--- src/rtl/pipe_ctrl.sv ---
// pipe_ctrl: hazard and flush controller for the swt16 pipeline.
//   Tracks in-flight loads in a LOAD_LAT-deep scoreboard and raises load-use
//   interlocks, holds the front end while EX is busy, and sequences a
//   FLUSH_FE_CYCLES-long fetch flush after a branch redirect.
//   Optional macro PIPE_CTRL_PERF_EN builds saturating performance counters;
//   without it the perf ports are tied to 0.
// Ports:
//   clock, reset                 clock, asynchronous active-high reset
//   in_dc_*                      decode-stage instruction operands / load flag
//   in_ex_busy                   EX requests another cycle
//   in_redirect, in_redirect_pc  taken branch / jump from EX
//   out_stall_*, out_bubble_*    stall and NOP-injection controls
//   out_flush_fe, out_flush_dc   pipeline register invalidation
//   out_set_pc, out_branch_pc    PC redirect
//   out_perf_*                   stall-cycle and redirect counters
module pipe_ctrl #(
    parameter int unsigned REG_IDX_WIDTH   = 4,
    parameter int unsigned PC_WIDTH        = 12,
    parameter int unsigned LOAD_LAT        = 1,
    parameter int unsigned FLUSH_FE_CYCLES = 2,
    parameter int unsigned PERF_WIDTH      = 16
) (
    input  logic                     clock,
    input  logic                     reset,
    input  logic                     in_dc_valid,
    input  logic [REG_IDX_WIDTH-1:0] in_dc_src1_idx,
    input  logic                     in_dc_src1_used,
    input  logic [REG_IDX_WIDTH-1:0] in_dc_src2_idx,
    input  logic                     in_dc_src2_used,
    input  logic [REG_IDX_WIDTH-1:0] in_dc_dst_idx,
    input  logic                     in_dc_is_load,
    input  logic                     in_ex_busy,
    input  logic                     in_redirect,
    input  logic [PC_WIDTH-1:0]      in_redirect_pc,
    output logic                     out_stall_fe,
    output logic                     out_stall_dc,
    output logic                     out_stall_ex,
    output logic                     out_bubble_ex,
    output logic                     out_bubble_mem,
    output logic                     out_flush_fe,
    output logic                     out_flush_dc,
    output logic                     out_set_pc,
    output logic [PC_WIDTH-1:0]      out_branch_pc,
    output logic [PERF_WIDTH-1:0]    out_perf_stall_cycles,
    output logic [PERF_WIDTH-1:0]    out_perf_flush_events
);

    localparam int unsigned CNT_W = (FLUSH_FE_CYCLES > 1) ? $clog2(FLUSH_FE_CYCLES) : 1;

    logic [LOAD_LAT-1:0]                    sb_vld_q, sb_vld_d;
    logic [LOAD_LAT-1:0][REG_IDX_WIDTH-1:0] sb_idx_q, sb_idx_d;
    logic [CNT_W-1:0]                       flush_cnt_q, flush_cnt_d;

    logic redirect;
    logic match;
    logic hazard;

    // Hazard detection and priority: redirect > ex_busy > load-use.
    always_comb begin
        redirect = in_redirect & ~in_ex_busy;
        match    = 1'b0;
        for (int unsigned i = 0; i < LOAD_LAT; i++) begin
            if (sb_vld_q[i] &&
                ((in_dc_src1_used && (sb_idx_q[i] == in_dc_src1_idx)) ||
                 (in_dc_src2_used && (sb_idx_q[i] == in_dc_src2_idx)))) begin
                match = 1'b1;
            end
        end
        hazard = in_dc_valid & ~redirect & ~in_ex_busy & match;
    end

    // Scoreboard shift (held while EX is busy) and flush counter sequencing.
    always_comb begin
        sb_vld_d    = sb_vld_q;
        sb_idx_d    = sb_idx_q;
        flush_cnt_d = flush_cnt_q;
        if (!in_ex_busy) begin
            for (int unsigned i = 1; i < LOAD_LAT; i++) begin
                sb_vld_d[i] = sb_vld_q[i-1];
                sb_idx_d[i] = sb_idx_q[i-1];
            end
            // A redirected or interlocked DC instruction must not be tracked.
            sb_vld_d[0] = in_dc_valid & in_dc_is_load & ~hazard & ~redirect;
            sb_idx_d[0] = in_dc_dst_idx;
        end
        if (redirect) begin
            flush_cnt_d = CNT_W'(FLUSH_FE_CYCLES - 1);
        end else if (flush_cnt_q != '0) begin
            flush_cnt_d = flush_cnt_q - CNT_W'(1);
        end
    end

    always_ff @(posedge clock or posedge reset) begin
        if (reset) begin
            sb_vld_q    <= '0;
            sb_idx_q    <= '0;
            flush_cnt_q <= '0;
        end else begin
            sb_vld_q    <= sb_vld_d;
            sb_idx_q    <= sb_idx_d;
            flush_cnt_q <= flush_cnt_d;
        end
    end

    // Same-cycle control outputs; forced low while reset is asserted.
    always_comb begin
        out_stall_fe   = ~reset & (in_ex_busy | hazard);
        out_stall_dc   = ~reset & (in_ex_busy | hazard);
        out_stall_ex   = ~reset & in_ex_busy;
        out_bubble_mem = ~reset & in_ex_busy;
        out_bubble_ex  = ~reset & hazard;
        out_flush_fe   = ~reset & (redirect | (flush_cnt_q != '0));
        out_flush_dc   = ~reset & redirect;
        out_set_pc     = ~reset & redirect;
        out_branch_pc  = (~reset & redirect) ? in_redirect_pc : '0;
    end

`ifdef PIPE_CTRL_PERF_EN
    logic [PERF_WIDTH-1:0] stall_cnt_q, stall_cnt_d;
    logic [PERF_WIDTH-1:0] flush_ev_q, flush_ev_d;

    // Saturating performance counters.
    always_comb begin
        stall_cnt_d = stall_cnt_q;
        flush_ev_d  = flush_ev_q;
        if (out_stall_fe && (stall_cnt_q != '1)) begin
            stall_cnt_d = stall_cnt_q + PERF_WIDTH'(1);
        end
        if (out_set_pc && (flush_ev_q != '1)) begin
            flush_ev_d = flush_ev_q + PERF_WIDTH'(1);
        end
    end

    always_ff @(posedge clock or posedge reset) begin
        if (reset) begin
            stall_cnt_q <= '0;
            flush_ev_q  <= '0;
        end else begin
            stall_cnt_q <= stall_cnt_d;
            flush_ev_q  <= flush_ev_d;
        end
    end

    assign out_perf_stall_cycles = stall_cnt_q;
    assign out_perf_flush_events = flush_ev_q;
`else
    assign out_perf_stall_cycles = '0;
    assign out_perf_flush_events = '0;
`endif

endmodule

--- config.mk ---
export PLATFORM = sky130hd
export DESIGN_NAME = pipe_ctrl
export DESIGN_NICKNAME = d
export VERILOG_FILES = /design/src/rtl/pipe_ctrl.sv
export SDC_FILE = /design/constraint.sdc
export NUM_CORES = 1
export LEC_CHECK = 0
export CAP_MARGIN = 20
export CORE_AREA = 2 2 54 56
export DETAILED_ROUTE_END_ITERATION = 16
export DIE_AREA = 0 0 56 58
export GPL_TIMING_DRIVEN = 0
export HOLD_SLACK_MARGIN = 0.06
export PLACE_DENSITY = 0.81
export SLEW_MARGIN = 20
export SYNTH_ARGS = -nofsm -noshare
export SYNTH_HDL_FRONTEND = slang
export SYNTH_SLANG_ARGS = --single-unit
export TNS_END_PERCENT = 100
--- constraint.sdc ---
create_clock -name clock -period 4 [get_ports clock]
set_clock_uncertainty 0.05 [all_clocks]
set_input_delay 1.2 -clock clock [delete_from_list [all_inputs] [get_ports clock]]
set_output_delay 1.2 -clock clock [all_outputs]
set_load 0.02 [all_outputs]
After elaboration in Yosys (flattened, before gate mapping)
Cells that the tools add are included.
- bits of input ports: 32
- register bits: 6
- word-level logic and storage cells: 32
- output and inout port bits: 52
- multiplexer cells: 4
- reductions and logical operators: 4
- bitwise logic cells: 18
- add/sub/neg operators: 1
- eq/ne operators: 2
- operators by type and width (cell ; count):
    $and A1 B1 Y1 ; 12
    $mux W12 ; 1
    $eq A4 B4 Y1 ; 2
    $not A1 Y1 ; 4
    $logic_and A1 B1 Y1 ; 3
    $mux W1 ; 3
    $or A1 B1 Y1 ; 2
    $logic_or A1 B1 Y1 ; 1
    $sub A1 B1 Y1 const B ; 1

Depth between registers and ports, before layout
- depth in word-level cells: 9
- gate-level depth with buffers: 5
- depth with buffers taken out: 4

Least setup slack after synthesis
No wires, ideal clock.
- path kind: input to output
- start: input port in_ex_busy
- end: output port out_set_pc
- data required time: 2.750 ns
- arrival: 2.090 ns
- slack: 0.660 ns
- stages: 5
- buffers on the path: 3
- path through: buf_2 -> nor2b_4 -> buf_2 -> and2_1 -> buf_4
- word-level cells in the longest chain between the ends: 3
- ends and longest elaborated chain (what ; RTL line ; source):
    start: declaration ; 32 ; input logic in_ex_busy,
    $not A1 Y1 ; 60 ; redirect = in_redirect & ~in_ex_busy;
    $and A1 B1 Y1 ; 60 ;
    $and A1 B1 Y1 ; n/a ;
    end: declaration ; 42 ; output logic out_set_pc,
Every way passes these cells.

Worst setup path in the final report
- start: input port in_dc_valid
- end: output port out_stall_dc
- word-level cells in the longest chain between the ends: 5
- ends and longest elaborated chain (what ; RTL line ; source):
    start: declaration ; 25 ; input logic in_dc_valid,
    $and A1 B1 Y1 (3 in series) ; 69 ; hazard = in_dc_valid & ~redirect & ~in_ex_busy & match;
    $or A1 B1 Y1 ; 108 ; out_stall_dc = ~reset & (in_ex_busy | hazard);
    $and A1 B1 Y1 ; 108 ;
    end: declaration ; 36 ; output logic out_stall_dc,
Every way passes these cells.

==> results.ini <==
[clock_network]
post_cts_setup_driven_buffer_insertion_count=0
clock_latency_of_the_later_clocked_register_in_the_worst_skew_pair_ns=0.24
cts_max_level=1
cts_tree=built
clock_tree.root_cell=sky130_fd_sc_hd__clkbuf_4
cts_inserted_buffers=3
clkSlewWorstSetupHoldPaths_ns=0.04
post_cts_resized=19
cts_max_path_bufs=2
postCtsHoldBufs=0
numClockSinks=6

[cells_and_area]
area_growth_pct=88.4
area_used_by_sequential_logic_in_the_layout_um2=150
nFillCells=269
multiInputGateArea_um2=423
fin_nets=208
postLayoutCoreUtil=0.525
drive_gt1_frac=0.276
antenna_cells=0

[sta]
report.final.slew_viol_count=0
timing.hold.ws_ns=0.459
setup_repair_after_global_routing_missed_its_margin=false
final_hold_viol_count=0
setup_viol=0
timing.final.crit_share=0.975
setup_total_negative_slack_ns=0
fmax_mhz=256
final_min_period_ns=3.90

[drt]
antenna_left=0
post_drt_wl_per_cell_um=8.88
num_vias=753
remaining_drc_errors=0
drt-total-wl_mm=1.82
detail_route.vias_per_cell=3.67
first_pass_iteration_count_of_the_detailed_router=4
initialDrtViolationCount=5

[worst_setup_path]
cp_slowest_stage_delay_ns=0.45
timing.rr.start=sb_idx_q[1]$_DFFE_PP0N_
worst_ep_arrival_time_ns=2.65
critPathKind=input port to output pin
path_cells=clkdlybuf4s50_1 > nor2b_1 > nand4_1 > o22ai_1 > o21a_1 > clkdlybuf4s15_1
timing.critical_path.fanout_max=3
cp.required_ns=2.75
rrSetupSlack_ns=2.85
setup.worst_path.end=out_stall_dc
worst-r2r-cell-count=4
cp-start-kind=input port
timing.critical_path.from=in_dc_valid
critical_path.endpoint_type=output pin
critPathSlowestCell=sky130_fd_sc_hd__clkdlybuf4s50_1
regToRegEndpoint=sb_vld_q$_DFFE_PP0N_

[synthesis]
postSynthRegisterBits=6
post-synth-top-area-fraction=0.354
synth.lib_cells_used.distinct=20
yosys-mux-area-fraction=0.0607
number_of_synthesized_flops_with_an_enable_pin=0
postSynthAreaPerCell_um2=8.24
synth_compound_gate_area_share=0.0523
yosysWarnings=0
post-synth-top-count-cell=sky130_fd_sc_hd__buf_4
synthesis.area_um2=742
synthTopCellsByCount=sky130_fd_sc_hd__buf_4, sky130_fd_sc_hd__and3_1, sky130_fd_sc_hd__xnor2_1
ys.flop_type=sky130_fd_sc_hd__dfrtp_1
synth.largest_area_cell=sky130_fd_sc_hd__buf_4
cell_types_with_the_largest_area_share_after_synthesis=sky130_fd_sc_hd__buf_4, sky130_fd_sc_hd__dfrtp_1, sky130_fd_sc_hd__and3_1, sky130_fd_sc_hd__xnor2_1, sky130_fd_sc_hd__mux2_2
xor_xnor_share_of_the_synthesized_area=0.0944
simple_gate_portion_of_the_synthesized_area=0.201
netlist_instances=90
async_reset_ff_frac=1.00
main_combinational_cell_family_by_area_after_synthesis=buffers and inverters
share_of_synthesized_area_occupied_by_flip_flops_and_latches=0.202
synth_adder_area_share=0

[grt]
first_global_vias=677
grt_remaining_overflow=0
grt_first_pass_wirelength_mm=2.87
initial_antenna_violation_count=0
grt_max_degree=16
grtUsageTotal=0.110

[pwr]
peakVddDrop_mv=0.186
total_power_mw=0.263
leakagePower_nw=0.801
power_per_cell_area_mw_per_mm2=188

[flow_run]
timing.max_cap.violations=0

[die]
start_util=0.279
die_x_um=56
core_area_mm2=0.00266
die_area_mm2=0.00325
fp.dieH_um=58
rows=19
boundaryPins=84

[placed_design]
hpwl_mm=1.62
gp_congestion=0.661
port-buffer-count=50

[outcome]
status=finished clean

[worst_hold_path]
hold_path_class=flip-flop to flip-flop

-- state kept, by name (all words and copies together), names as in the netlist --
register and cells:
sb_idx_q 4, sb_vld_q 1, flush_cnt_q 1
-- final cells by class --
type,instances,share of cell area
Sequential cell,6,0.107
Buffer,38,0.201
Multi-Input combinational cell,75,0.303
Tap cell,31,0.0278
Inverter,2,0.00537
Clock buffer,3,0.0161
Timing Repair Buffer,50,0.340
-- kinds of logic after synthesis --
kind of cell,count (synthesis)
other cells,1
flops,6
compound gates,6
buf+inv,40
xor+xnor,8
mux,4
simple gates,25
-- worst min-delay path by stage --
stage	from	to	cells past startpoint
global placement	sb_vld_q$_DFFE_PP0N_	sb_vld_q$_DFFE_PP0N_	1
global route	sb_vld_q$_DFFE_PP0N_	sb_vld_q$_DFFE_PP0N_	1
finish	sb_vld_q$_DFFE_PP0N_	sb_vld_q$_DFFE_PP0N_	1
floorplan	sb_vld_q$_DFFE_PP0N_	sb_vld_q$_DFFE_PP0N_	1
CTS	sb_vld_q$_DFFE_PP0N_	sb_vld_q$_DFFE_PP0N_	1
detailed placement	sb_vld_q$_DFFE_PP0N_	sb_vld_q$_DFFE_PP0N_	1
-- cell usage in the layout, fill, tap and decap left out, drive strengths merged --
master | Yosys | final
dfrtp | 6 | 6
and2 | 1 | 1
o21ai | 1 | 1
mux2 | 4 | 4
nor2b | 2 | 2
inv | 2 | 2
xnor2 | 8 | 8
nor2 | 3 | 3
clkbuf | 0 | 4
a21o | 1 | 1
and3 | 13 | 13
clkdlybuf4s50 | 0 | 33
o21a | 1 | 1
buf | 38 | 39
dlygate4sd2 | 0 | 14
nand2 | 2 | 2
a31oi | 1 | 1
nand3 | 2 | 2
o22ai | 2 | 2
clkdlybuf4s15 | 0 | 1
conb | 1 | 32
nand4 | 2 | 2
-- report_power, final --
part	switching (mW)	internal [mW]
Sequential	0.00576	0.0665
Clock	0.0200	0.0338
Combinational	0.0625	0.0742
-- critical path, delay by kind of cell --
kind / cells / cell delay [ns]
AND/OR/NAND/NOR: 2 / 0.33
AO/OA/AOI/OAI: 2 / 0.35
buffers and inverters: 2 / 0.76
-- metrics by stage --
| stage | instances | instance area [um^2] | setup slack [ns] |
|---|---|---|---|
| after floorplan | 121 | 858 | 0.660 |
| after global placement | 202 | 1400 | -0.316 |
| after detailed placement | 202 | 1400 | -0.297 |
| after CTS | 205 | 1400 | 0.0327 |
| after global routing | 205 | 1400 | 0.00348 |
| final | 205 | 1400 | 0.0984 |
-- routing by layer --
layer	track usage	vias up	routed length (um)
li1	-	400	-
met1	0.106	315	620
met2	0.232	38	1070
met3	0.0246	0	132
met4	0.0306	0	0
met5	0	-	0
No activity file was read; power rests on OpenSTA's default activity.
